**src/rtl/reg_bus_arbiter.sv**
```systemverilog
// Round-robin arbiter sharing one reg_ctrl register port between NUM_REQ requesters.
// Latency with ready high: write response 2 cycles, read response 3 cycles after request sampled.
// Backpressure: ISSUE holds sel until ready; one transaction outstanding; req_valid ignored outside IDLE.
module reg_bus_arbiter #(
    parameter int NUM_REQ    = 2,
    parameter int ADDR_WIDTH = 8,
    parameter int DATA_WIDTH = 16,
    parameter int TIMEOUT    = 64
) (
    input  logic                          clk,
    input  logic                          rst,
    input  logic [NUM_REQ-1:0]            req_valid,
    input  logic [NUM_REQ-1:0]            req_wr,
    input  logic [NUM_REQ*ADDR_WIDTH-1:0] req_addr,
    input  logic [NUM_REQ*DATA_WIDTH-1:0] req_wdata,
    output logic [NUM_REQ-1:0]            req_gnt,
    output logic [NUM_REQ-1:0]            rsp_valid,
    output logic                          rsp_err,
    output logic [DATA_WIDTH-1:0]         rsp_rdata,
    output logic                          sel,
    output logic                          wr,
    output logic [ADDR_WIDTH-1:0]         addr,
    output logic [DATA_WIDTH-1:0]         wdata,
    input  logic [DATA_WIDTH-1:0]         rdata,
    input  logic                          ready
);

    localparam int PW = $clog2(NUM_REQ);
    localparam int CW = $clog2(TIMEOUT);

    typedef enum logic [1:0] {IDLE, ISSUE, RD_WAIT, RESP} state_t;

    // Latched downstream command; drives wr/addr/wdata directly.
    typedef struct packed {
        logic                  wr;
        logic [ADDR_WIDTH-1:0] addr;
        logic [DATA_WIDTH-1:0] wdata;
    } cmd_t;

    state_t                state, state_d;
    logic [PW-1:0]         rr_ptr, rr_ptr_d;
    logic [PW-1:0]         owner, owner_d;
    logic [CW-1:0]         tmo_cnt, tmo_cnt_d;
    cmd_t                  cmd, cmd_d;
    logic [NUM_REQ-1:0]    gnt_d, rsp_valid_d;
    logic                  rsp_err_d, sel_d;
    logic [DATA_WIDTH-1:0] rsp_rdata_d;

    logic                  found;
    logic [PW-1:0]         win;

    assign wr    = cmd.wr;
    assign addr  = cmd.addr;
    assign wdata = cmd.wdata;

    // Winner: first valid requester searching upward from rr_ptr with wrap.
    always_comb begin
        int            j;
        logic [PW-1:0] cand;
        found = 1'b0;
        win   = '0;
        j     = 0;
        cand  = '0;
        for (int i = 0; i < NUM_REQ; i++) begin
            j = int'(rr_ptr) + i;
            if (j >= NUM_REQ) j = j - NUM_REQ;
            cand = PW'(j);
            if (!found && req_valid[cand]) begin
                found = 1'b1;
                win   = cand;
            end
        end
    end

    // Next-state and next-output logic; every output is registered below.
    always_comb begin
        state_d     = state;
        rr_ptr_d    = rr_ptr;
        owner_d     = owner;
        tmo_cnt_d   = tmo_cnt;
        cmd_d       = cmd;
        gnt_d       = '0;
        rsp_valid_d = '0;
        rsp_err_d   = 1'b0;
        rsp_rdata_d = '0;
        sel_d       = 1'b0;
        case (state)
            IDLE: begin
                if (found) begin
                    owner_d       = win;
                    cmd_d.wr      = req_wr[win];
                    cmd_d.addr    = req_addr[win*ADDR_WIDTH +: ADDR_WIDTH];
                    cmd_d.wdata   = req_wdata[win*DATA_WIDTH +: DATA_WIDTH];
                    gnt_d[win]    = 1'b1;
                    sel_d         = 1'b1;
                    state_d       = ISSUE;
                end
            end
            ISSUE: begin
                if (ready) begin
                    if (cmd.wr) begin
                        rsp_valid_d[owner] = 1'b1;
                        state_d            = RESP;
                    end else begin
                        tmo_cnt_d = '0;
                        state_d   = RD_WAIT;
                    end
                end else begin
                    sel_d = 1'b1;
                end
            end
            RD_WAIT: begin
                if (ready) begin
                    rsp_valid_d[owner] = 1'b1;
                    rsp_rdata_d        = rdata;
                    state_d            = RESP;
                end else if (tmo_cnt == CW'(TIMEOUT - 1)) begin
                    // TIMEOUT consecutive not-ready cycles: give up with error.
                    rsp_valid_d[owner] = 1'b1;
                    rsp_err_d          = 1'b1;
                    state_d            = RESP;
                end else begin
                    tmo_cnt_d = tmo_cnt + CW'(1);
                end
            end
            RESP: begin
                rr_ptr_d = (owner == PW'(NUM_REQ - 1)) ? '0 : owner + PW'(1);
                state_d  = IDLE;
            end
            default: state_d = IDLE;
        endcase
    end

    // State and output registers; reset abandons any in-flight transaction.
    always_ff @(posedge clk) begin
        if (rst) begin
            state     <= IDLE;
            rr_ptr    <= '0;
            owner     <= '0;
            tmo_cnt   <= '0;
            cmd       <= '0;
            req_gnt   <= '0;
            rsp_valid <= '0;
            rsp_err   <= 1'b0;
            rsp_rdata <= '0;
            sel       <= 1'b0;
        end else begin
            state     <= state_d;
            rr_ptr    <= rr_ptr_d;
            owner     <= owner_d;
            tmo_cnt   <= tmo_cnt_d;
            cmd       <= cmd_d;
            req_gnt   <= gnt_d;
            rsp_valid <= rsp_valid_d;
            rsp_err   <= rsp_err_d;
            rsp_rdata <= rsp_rdata_d;
            sel       <= sel_d;
        end
    end

endmodule
```
**config.mk**
```make
export PLATFORM = sky130hd
export DESIGN_NAME = reg_bus_arbiter
export DESIGN_NICKNAME = d
export VERILOG_FILES = /design/src/rtl/reg_bus_arbiter.sv
export SDC_FILE = /design/constraint.sdc
export NUM_CORES = 1
export LEC_CHECK = 0
export ABC_AREA = 0
export CORE_MARGIN = 2
export CORE_UTILIZATION = 40
export DETAILED_ROUTE_END_ITERATION = 6
export GPL_ROUTABILITY_DRIVEN = 0
export PLACE_DENSITY_LB_ADDON = 0.15
export SLEW_MARGIN = 20
export SYNTH_ARGS = -nofsm -noshare
export SYNTH_HDL_FRONTEND = slang
export SYNTH_SLANG_ARGS = --single-unit
```
**constraint.sdc**
```tcl
create_clock -name clk -period 1.8 [get_ports clk]
set_input_delay 0.36 -clock clk [delete_from_list [all_inputs] [get_ports clk]]
set_output_delay 0.36 -clock clk [all_outputs]
set_load 0.005 [all_outputs]
```
# Word level (Yosys, flattened, before mapping)
# Cells that the tools add are included.
# word_totals
input_bits,71
memories,0
out_inout_bits,47
latchBits,0
mem_bits_ro,0
reg_bits,57
ramBits,0
# op_classes
n_lt_le_gt_ge,8
reduce_logical,12
n_mux,37
addsub,5
n_eq_ne,10
multipliers,0
div_mod_pow,0
n_shift,2
bitwise,4
# ops
op,n
32-bit by 6-bit indexed part select with 16-bit output,1
6-bit 2-to-1 mux,4
1-bit 2-to-1 mux,19
2-bit 2-to-1 mux,8
16-bit by 5-bit indexed part select with 8-bit output,1
6-bit case mux with 2 select lines,1
2-bit != test (second input constant),5
3-bit OR reduction,3
1-bit by 2-bit < comparator with 1-bit output (second input constant),4
2-bit case mux with 4 select lines,1
6-bit by 1-bit adder with 6-bit output (second input constant),1
6-bit == test (second input constant),1
5-bit AND reduction,1
2-bit == test (second input constant),2
1-bit inverter,4
2-bit case mux with 2 select lines,1
1-bit logical AND,3
3-bit != test (second input constant),1
3-bit AND reduction,1
1-bit by 1-bit adder with 2-bit output (second input constant),1
1-bit demux with 1-bit select,2
2-bit by 1-bit == test with 1-bit output (second input constant),1
1-bit >= comparator (second input constant),2
1-bit by 2-bit >= comparator with 1-bit output (second input constant),1
8 further kinds,9

# Longest topological paths before layout
# Gate-level depths: netlist of run 1.
# depth
word_depth,12
ltp_mapped,7
depth_no_buf,6

# Worst setup path before layout of run 1
# OpenSTA, ideal clock, no wires.
# synth_path
path_kind,flip-flop to flip-flop
from,register state[1]
to,register state[0]
path_slack_ns,0.192
path_buffers,1
period_less_slack_ns,1.608
path_stages_with_launch,7
arrival_time_ns,1.528
cell_sequence,dfxtp_1 > inv_1 > ha_1 > clkbuf_2 > o31a_1 > o31a_1 > a211oi_2
# synth_via
elab_chain_len,3
# synth_rtl
element,line,source
start: declaration,40,"state_t state, state_d;"
start signal: assignment,148,state <= state_d;
2-bit == test (tied with other cells),87,case (state)
3-bit != test (no line) / 2-bit != test (equally long branches),n/a,
3-bit AND reduction (no line),n/a,
# Parallel ways exist; a longest one is shown, timed or not.
# A chain may end at the register's enable or synchronous reset.

# Worst setup path in the final report of run 1
# layout_path
from,register state[0]
to,register state[0]
# The elaborated chain is that of the path after synthesis.

==> impl_metrics.env, run 1 <==
export IMPL_drive_above_1_share_pct=9.52
export IMPL_min_period_over_period_pct=92.7
export IMPL_yosysSeqAreaShare_pct=48.8
export IMPL_io_pins=118
export IMPL_worstPathRequired_ns=2.04
export IMPL_path_cells="inv_1 -> ha_1 -> o21ba_2 -> o31a_1 -> o31a_1 -> a211oi_2"
export IMPL_ys_types=39
export IMPL_drv_slew=0
export IMPL_grt_antenna_before_repair=0
export IMPL_rows=27
export IMPL_track_usage_pct=19.1
export IMPL_slew_limit_headroom_pct=72.0
export IMPL_synthCells=230
export IMPL_path_delay_family="compound AO/OA/AOI/OAI gates"
export IMPL_cp_num_cells=6
export IMPL_clkPwrFrac_pct=32.2
export IMPL_p_switching_mw=1.33
export IMPL_rsz0062_at_grt="false"
export IMPL_worst_hold_slack_ns=0.426
export IMPL_ff2ff_setup_slack_ns=0.13
export IMPL_cts_setup_buffers=0
export IMPL_io_buffers=117
export IMPL_cts_max_path_buffers=2
export IMPL_swShare_pct=27.3
export IMPL_nets=429
export IMPL_skew_ns=0.00796
export IMPL_viasPerCell=4.93
export IMPL_reg2reg_depth=6
export IMPL_num_vias=2113
export IMPL_status="finished, final reports clean"
export IMPL_fmax_mhz=599
export IMPL_synth_net_count=307
export IMPL_p_leak_nw=1.64
export IMPL_cap_violations=0
export IMPL_startpoint_type="flip-flop"
export IMPL_cts_buffers_inserted=9
export IMPL_grt_ovfl_total=0
export IMPL_drtIter0Drc=81
export IMPL_dpl_cell_count=413
export IMPL_grt_pass1_vias=2145
export IMPL_p_comb_share_pct=32.8
export IMPL_ys_warn_count=0
export IMPL_r2r_end="state[0]$_SDFFE_PP0P_"
export IMPL_cts_clk_slew_worst_paths_ns=0.06
export IMPL_synth_area_leader_cell="dfxtp_1"
export IMPL_netlist_area_leader_share_pct=48.8
export IMPL_cts_tree="built"
export IMPL_reg2reg_from="state[0]$_SDFFE_PP0P_"
export IMPL_startpoint="state[0]$_SDFFE_PP0P_"
export IMPL_min_path_type="reg -> reg"
export IMPL_start_util_pct=42.0
export IMPL_antenna_cells=0
export IMPL_min_to="rsp_valid[0]$_SDFF_PP0_"
export IMPL_finalSetupViolations=0
export IMPL_cp_arrival_ns=1.91
export IMPL_grt_max_degree=37
export IMPL_min_delay_start="owner$_SDFFE_PP0P_"
export IMPL_wirelength_mm=5.93
export IMPL_crit_fanout=5
export IMPL_core_um2=5570
export IMPL_grt_pass1_wl_mm=9.57
export IMPL_min_period_ns=1.67
export IMPL_slowest_delay_ns=0.37
export IMPL_postCtsResizedCells=0
export IMPL_synth_area_um2=2340
export IMPL_htree_levels=3
export IMPL_root_buffer="clkbuf_8"
export IMPL_hpwl_mm=4.48
export IMPL_wl_per_cell_um=13.8
export IMPL_seq_power_share_pct=35.0
export IMPL_fillCellCount=455
export IMPL_end_kind="flip-flop"
export IMPL_die_y_um=80.5
export IMPL_drcViolationCount=0
export IMPL_areaGrowthSynthToFinish_pct=65.8
export IMPL_power_per_cell_area_nw_per_um2=1250
export IMPL_ir_drop_mv=0.660
export IMPL_die_area_um2=6480
export IMPL_hold_viol=0
export IMPL_syn_avg_cell_area_um2=10.2
export IMPL_p_int_mw=3.54
export IMPL_clock_latency_ns=0.32
export IMPL_fin_cells=429
export IMPL_ys_ff_latch=57
export IMPL_worst_slew_pin_slew_ns=0.415
export IMPL_drtPass1Iterations=6
export IMPL_clock_sinks=57
export IMPL_worstHoldPathCells=1
export IMPL_crit_type="reg -> reg"
export IMPL_die_w_um=80.5
export IMPL_crit_top_cell="o31a_1"
export IMPL_ctsHoldBuffers=0
export IMPL_critPathBufInv=1
export IMPL_setup_tns_ns=0
export IMPL_ys_top_cells_by_area="dfxtp_1 49%, mux2i_1 12%, a211oi_1 8.3%, nor2_1 5.0%, and3_1 4.5%"
export IMPL_postRouteAntennaNets=0
export IMPL_critPathSlowestCell="dfxtp_1"
layout by cell type, fill, tap and decap left out, drive strengths merged, types with 3 or more instances in the layout:
master and count:
a21oi 3, inv 5, nor3b 3, clkdlybuf4s50 117
a211oi 27, a31oi 4, bufinv 4, nand2 3
buf 12, clkbuf 10, and3 17, nand2b 5
ha 6, nor2 31, dfxtp 57, nor3 3
o21ai 3, mux2i 28
stage by stage:
step | area [µm²] | utilization (%) | worst slack, ns | power, mW
finish | 3880 | 69.6 | 0.131 | 4.87
global route | 3880 | 69.6 | 0.0311 | 5.17
CTS | 3880 | 69.6 | 0.127 | 4.91
detailed placement | 3620 | 65.0 | 0.0369 | 3.34
global placement | 3620 | 65.0 | 0.0651 | 3.30
floorplan | 2340 | - | 0.192 | 2.44
flip-flops by register name, indices dropped and copies added, names as in the netlist, 2 cells and up:
| name | cells |
|---|---|
| wdata | 16 |
| rsp_rdata | 16 |
| state | 2 |
| req_gnt | 2 |
| addr | 8 |
| tmo_cnt | 6 |
| rsp_valid | 2 |
power groups by stage:
stage | registers (mW) | logic, mW | clock network [mW]
finish | 1.70 | 1.60 | 1.57
global route | 1.74 | 1.78 | 1.66
CTS | 1.71 | 1.62 | 1.58
detailed placement | 1.73 | 1.61 | 0
global placement | 1.72 | 1.58 | 0
floorplan | 1.73 | 0.708 | 0
how the worst max path moves through the flow:
stage                             end  slack [ns]
2_1_floorplan   state[0]$_SDFFE_PP0P_        0.19
3_3_place_gp     addr[0]$_SDFFE_PP0P_        0.07
3_5_place_dp   wdata[10]$_SDFFE_PP0P_        0.04
4_1_cts                            wr        0.13
5_1_grt         state[0]$_SDFFE_PP0P_        0.03
6_report        state[0]$_SDFFE_PP0P_        0.13
layout make-up:
class / count / area (µm²) / area share (%)
Timing Repair Buffer: 129 / 1290 / 33.2
Multi-Input combinational cell: 150 / 1080 / 28.0
Sequential cell: 57 / 1140 / 29.4
Clock buffer: 10 / 128 / 3.29
Inverter: 5 / 18.8 / 0.484
Tap cell: 72 / 90.1 / 2.32
Clock inverter: 6 / 130 / 3.35
kinds of logic after synthesis:
| group | synth area share [%] |
|---|---|
| adders and majority gates | 3.21 |
| and+or+nand+nor | 14.5 |
| AOI/OAI and AO/OA | 15.2 |
| DFF | 48.8 |
| xor gates and xnor gates | 0.374 |
| muxes | 12.5 |
| buffers and inverters | 5.40 |
metal layers:
metal / vias to the layer above / GRT usage, % / share of wire [%]
met3: 11 / 6.18 / 8.3
met4: 0 / 7.12 / 1.6
met5: - / 0 / 0
met2: 86 / 33.3 / 48
li1: 1070 / - / -
met1: 946 / 21.5 / 42
synth_stat cells:
library cell	number
o22ai_1	1
nor3b_1	3
o21ba_2	1
nand3_4	1
nor4b_1	1
dfxtp_1	57
a41oi_1	1
buf_6	2
clkbuf_8	1
o21ai_1	1
clkbuf_2	1
o211a_1	1
nand2_1	3
a31oi_1	4
buf_4	1
o211ai_1	1
a211oi_2	1
nand2b_1	5
o21ai_0	2
o31a_1	2
a21oi_1	3
inv_1	5
xnor2_1	1
clkbuf_1	11
nor3_1	3
a211oi_1	26
ha_1	6
mux2_2	1
buf_2	1
nand3_1	1
dlymetal6s2s_1	1
nor2_1	31
a32o_1	1
nor2b_1	1
and3_1	17
mux2i_1	28
a32oi_1	1
o21bai_1	1
o21a_1	1
(Power assumes the default switching activity.)
==> inputs of run 2 (changes only) <==
--- a/config.mk
+++ b/config.mk
@@ -10,7 +10,7 @@
 export CORE_UTILIZATION = 40
 export DETAILED_ROUTE_END_ITERATION = 6
 export GPL_ROUTABILITY_DRIVEN = 0
-export PLACE_DENSITY_LB_ADDON = 0.15
+export PLACE_DENSITY = 0.8
 export SLEW_MARGIN = 20
 export SYNTH_ARGS = -nofsm -noshare
 export SYNTH_HDL_FRONTEND = slang
==> impl_metrics.env, run 2 (synthesized netlist as in run 1, its figures left out) <==
export IMPL_status="finished, final reports clean"
export IMPL_power_per_cell_area_nw_per_um2=1110
export IMPL_fillCellCount=448
export IMPL_place_ws_ns=-0.0192
export IMPL_min_period_over_period_pct=91.1
export IMPL_drtPass1Iterations=4
export IMPL_rsz0062_at_grt="false"
export IMPL_crit_type="reg -> reg"
export IMPL_dpl_cell_count=414
export IMPL_wirelength_mm=5.81
export IMPL_cts_buffers_inserted=9
export IMPL_grt_pass1_vias=2036
export IMPL_setup_ws_ns=0.160
export IMPL_slowest_delay_ns=0.36
export IMPL_fin_cells=428
export IMPL_areaGrowthSynthToFinish_pct=61.8
export IMPL_hpwl_mm=4.48
export IMPL_skew_ns=0.00671
export IMPL_final_cell_mix="117 x clkdlybuf4s50_1, 57 x dfxtp_1, 31 x nor2_1"
export IMPL_io_pins=118
export IMPL_cts_clk_slew_worst_paths_ns=0.06
export IMPL_postCtsResizedCells=0
export IMPL_cts_max_path_buffers=2
export IMPL_grt_pass1_wl_mm=9.08
export IMPL_die_y_um=80.5
export IMPL_die_area_um2=6480
export IMPL_wl_per_cell_um=13.6
export IMPL_setup_tns_ns=0
export IMPL_cts_tree="built"
export IMPL_cap_violations=0
export IMPL_hold_viol=0
export IMPL_grt_antenna_before_repair=0
export IMPL_drive_above_1_share_pct=8.15
export IMPL_drcViolationCount=0
export IMPL_grt_max_degree=51
export IMPL_viasPerCell=4.94
export IMPL_rows=27
export IMPL_cp_arrival_ns=1.87
export IMPL_grt_ovfl_total=0
export IMPL_htree_levels=3
export IMPL_path_cells="ha_1 -> nand3_4 -> o31a_1 -> o31a_1 -> a211oi_2"
export IMPL_finalSetupViolations=0
export IMPL_fmax_mhz=610
export IMPL_p_leak_nw=1.59
export IMPL_root_buffer="clkbuf_8"
export IMPL_die_w_um=80.5
export IMPL_clock_sinks=57
export IMPL_finalPower_mw=4.20
export IMPL_cts_setup_buffers=0
export IMPL_crit_top_cell="o31a_1"
export IMPL_worst_slew_pin_slew_ns=0.375
export IMPL_end_kind="flip-flop"
export IMPL_ir_drop_mv=0.741
export IMPL_final_common_cell="clkdlybuf4s50_1"
export IMPL_critPathSlowestCell="dfxtp_1"
export IMPL_track_usage_pct=18.3
export IMPL_postRouteAntennaNets=0
export IMPL_slew_limit_headroom_pct=74.7
export IMPL_startpoint_type="flip-flop"
export IMPL_drtIter0Drc=101
export IMPL_min_period_ns=1.64
export IMPL_final_core_util_pct=67.9
export IMPL_worstPathRequired_ns=2.03
export IMPL_min_path_type="reg -> reg"
export IMPL_antenna_cells=0
export IMPL_io_buffers=117
export IMPL_crit_fanout=7
export IMPL_start_util_pct=42.0
export IMPL_nets=430
export IMPL_drv_slew=0
export IMPL_ctsHoldBuffers=0
export IMPL_clock_latency_ns=0.31
export IMPL_num_vias=2115
export IMPL_core_um2=5570
-- run 2: cell types whose count changed in the layout (fill, tap and decap cells not counted) --
cell       delta
buf_12        +1
bufinv_16     -4
clkbuf_1      +3
clkinv_2      -1
dfxtp_1       +1
dfxtp_2       -1
-- run 2: routing by layer --
metal  routed length, µm  vias to the layer above  track usage [%]
met1                2420                      940             21.5
met3                 648                        8             9.33
met5                   0                        -                0
met4                  68                        0             6.27
met2                2680                       92             28.6
li1                    -                     1075                -
-- run 2: critical path, delay by kind of cell, from the launching register on --
kind	cells	cell delay, ns
AND/OR/NAND/NOR	1	0.13
adder cells (fa/ha/maj)	1	0.27
AO/OA/AOI/OAI	3	0.82
flip-flops	1	0.36
-- run 2: area by class of cell --
class,instances,area (µm²),area share [%]
repair buffers,130,1310,34.5
multi-input cells,150,1080,28.7
well taps,72,90.1,2.38
clock buffers,13,139,3.67
flip-flops and latches,57,1140,30.1
inverters,5,18.8,0.496
clock inverters,1,5.00,0.132
-- run 2: worst paths after layout --
path                                  end               startpoint  slack (ns)  cells after the start
setup / recovery    state[0]$_SDFFE_PP0P_  tmo_cnt[0]$_SDFFE_PP0P_        0.16                      5
hold / removal    rsp_valid[0]$_SDFF_PP0_       owner$_SDFFE_PP0P_        0.41                      1
setup reg to reg    state[0]$_SDFFE_PP0P_  tmo_cnt[0]$_SDFFE_PP0P_        0.16                      5
hold reg to reg   rsp_valid[0]$_SDFF_PP0_       owner$_SDFFE_PP0P_        0.41                      1
-- run 2: through the flow --
stage / hold slack (ns) / instance area (µm²)
2_1_floorplan: 0.401 / 2340
6_report: 0.415 / 3780
5_1_grt: 0.441 / 3780
3_5_place_dp: 0.408 / 3640
4_1_cts: 0.416 / 3780
3_3_place_gp: 0.414 / 3640
-- run 2: power breakdown --
group          total, mW  leakage [nW]  internal, mW  switching (mW)
registers           1.69         0.467          1.54           0.151
clock network      0.918        0.0733         0.484           0.434
logic               1.59          1.05         0.930           0.658
total               4.20          1.59          2.96            1.24
==> inputs of run 3 (changes only) <==
--- a/config.mk
+++ b/config.mk
@@ -7,10 +7,10 @@
 export LEC_CHECK = 0
 export ABC_AREA = 0
 export CORE_MARGIN = 2
-export CORE_UTILIZATION = 40
+export CORE_UTILIZATION = 50
 export DETAILED_ROUTE_END_ITERATION = 6
+export DONT_BUFFER_PORTS = 1
 export GPL_ROUTABILITY_DRIVEN = 0
-export PLACE_DENSITY = 0.8
 export SLEW_MARGIN = 20
 export SYNTH_ARGS = -nofsm -noshare
 export SYNTH_HDL_FRONTEND = slang
==> impl_metrics.env, run 3 (synthesized netlist as in run 1, its figures left out) <==
export IMPL_status="finished, final reports clean"
export IMPL_clock_latency_ns=0.32
export IMPL_setup_tns_ns=0
export IMPL_drv_slew=0
export IMPL_finalPower_mw=3.79
export IMPL_wl_per_cell_um=17.2
export IMPL_io_buffers=0
export IMPL_drcViolationCount=0
export IMPL_io_pins=118
export IMPL_clock_sinks=57
export IMPL_worst_hold_slack_ns=0.104
export IMPL_p_leak_nw=1.14
export IMPL_finalSetupViolations=0
export IMPL_worst_slew_pin_slew_ns=0.363
export IMPL_viasPerCell=5.90
export IMPL_path_cells="inv_1 -> ha_1 -> o31a_1 -> o31a_1 -> a211oi_2"
export IMPL_critPathBufInv=1
export IMPL_min_path_type="in -> reg"
export IMPL_dpl_cell_count=270
export IMPL_postCtsResizedCells=0
export IMPL_fmax_mhz=604
export IMPL_die_area_um2=5240
export IMPL_min_period_over_period_pct=92.0
export IMPL_hold_viol=0
export IMPL_cts_max_path_buffers=2
export IMPL_slew_limit_headroom_pct=75.6
export IMPL_place_ws_ns=0.115
export IMPL_slowest_delay_ns=0.37
export IMPL_track_usage_pct=18.3
export IMPL_cap_violations=0
export IMPL_worstPathRequired_ns=2.04
export IMPL_nets=306
export IMPL_dpl_cell_area_um2=2350
export IMPL_antenna_cells=0
export IMPL_num_vias=1686
export IMPL_drtIter0Drc=125
export IMPL_power_per_cell_area_nw_per_um2=1480
export IMPL_final_cell_area_um2=2560
export IMPL_grt_pass1_wl_mm=7.38
export IMPL_crit_type="reg -> reg"
export IMPL_grt_antenna_before_repair=0
export IMPL_final_common_cell="dfxtp_1"
export IMPL_core_um2=4440
export IMPL_die_w_um=72.4
export IMPL_hpwl_mm=3.63
export IMPL_wirelength_mm=4.91
export IMPL_startpoint_type="flip-flop"
export IMPL_die_y_um=72.4
export IMPL_min_period_ns=1.66
export IMPL_drive_above_1_share_pct=12.0
export IMPL_cp_arrival_ns=1.89
export IMPL_fin_cells=286
export IMPL_root_buffer="clkbuf_8"
export IMPL_critPathSlowestCell="dfxtp_2"
export IMPL_rsz0062_at_grt="false"
export IMPL_postRouteAntennaNets=0
export IMPL_end_kind="flip-flop"
export IMPL_cts_setup_buffers=0
export IMPL_rows=24
export IMPL_final_cell_mix="56 x dfxtp_1, 31 x nor2_1, 28 x mux2i_1"
export IMPL_grt_ovfl_total=0
export IMPL_cts_tree="built"
export IMPL_final_core_util_pct=57.6
export IMPL_setup_ws_ns=0.145
export IMPL_path_delay_family="compound AO/OA/AOI/OAI gates"
export IMPL_cts_buffers_inserted=9
export IMPL_ir_drop_mv=0.810
export IMPL_htree_levels=3
export IMPL_start_util_pct=52.6
export IMPL_grt_max_degree=36
export IMPL_ctsHoldBuffers=0
export IMPL_crit_top_cell="o31a_1"
export IMPL_grt_pass1_vias=1589
export IMPL_drtPass1Iterations=4
export IMPL_areaGrowthSynthToFinish_pct=9.41
export IMPL_skew_ns=0.00896
export IMPL_crit_fanout=8
export IMPL_cts_clk_slew_worst_paths_ns=0.06
-- run 3: changes by cell type in the layout (fill, tap and decap cells not counted) --
cell	delta
clkinv_2	+2
bufinv_16	+1
clkdlybuf4s50_1	-117
o21a_2	-1
buf_12	-3
clkinv_4	+1
dfxtp_2	+1
o21a_1	+1
buf_4	-4
clkbuf_1	-4
clkbuf_8	+2
dfxtp_1	-1
-- run 3: power breakdown --
| group | total (mW) | internal (mW) | switching (mW) |
|---|---|---|---|
| clock | 1.19 | 0.709 | 0.477 |
| sequential | 1.78 | 1.55 | 0.229 |
| combinational | 0.825 | 0.348 | 0.477 |
| total | 3.79 | 2.60 | 1.18 |
-- run 3: worst register-to-register path, delay by kind of cell, from the launching register on --
kind,cells,cell delay (ns)
fa+ha+maj,1,0.28
flops,1,0.37
buf+inv,1,0.09
compound gates,3,0.84
-- run 3: routing by layer --
| metal | global-route usage [%] | up-vias | part of all wire [%] |
|---|---|---|---|
| li1 | - | 825 | - |
| met4 | 6.58 | 0 | 0.12 |
| met5 | 0 | - | 0 |
| met2 | 32.2 | 86 | 52 |
| met1 | 19.3 | 773 | 39 |
| met3 | 8.19 | 2 | 8.9 |
-- run 3: path summary, 6_finish.rpt --
check | from | end | slack [ns] | cells after the start
worst min register to register | owner$_SDFFE_PP0P_ | rsp_valid[0]$_SDFF_PP0_ | 0.43 | 1
worst max register to register | state[1]$_SDFFE_PP0P_ | state[0]$_SDFFE_PP0P_ | 0.14 | 5
worst min-delay path | rst | wdata[0]$_SDFFE_PP0P_ | 0.10 | 1
worst max-delay path | state[1]$_SDFFE_PP0P_ | state[0]$_SDFFE_PP0P_ | 0.14 | 5
-- run 3: layout make-up --
class / count / area (µm²)
Inverter: 5 / 18.8
Tap cell: 52 / 65.1
Clock buffer: 11 / 151
Fill cell: 383 / 1880
Multi-Input combinational cell: 150 / 1080
Sequential cell: 57 / 1140
Timing Repair Buffer: 6 / 45.0
Clock inverter: 5 / 53.8
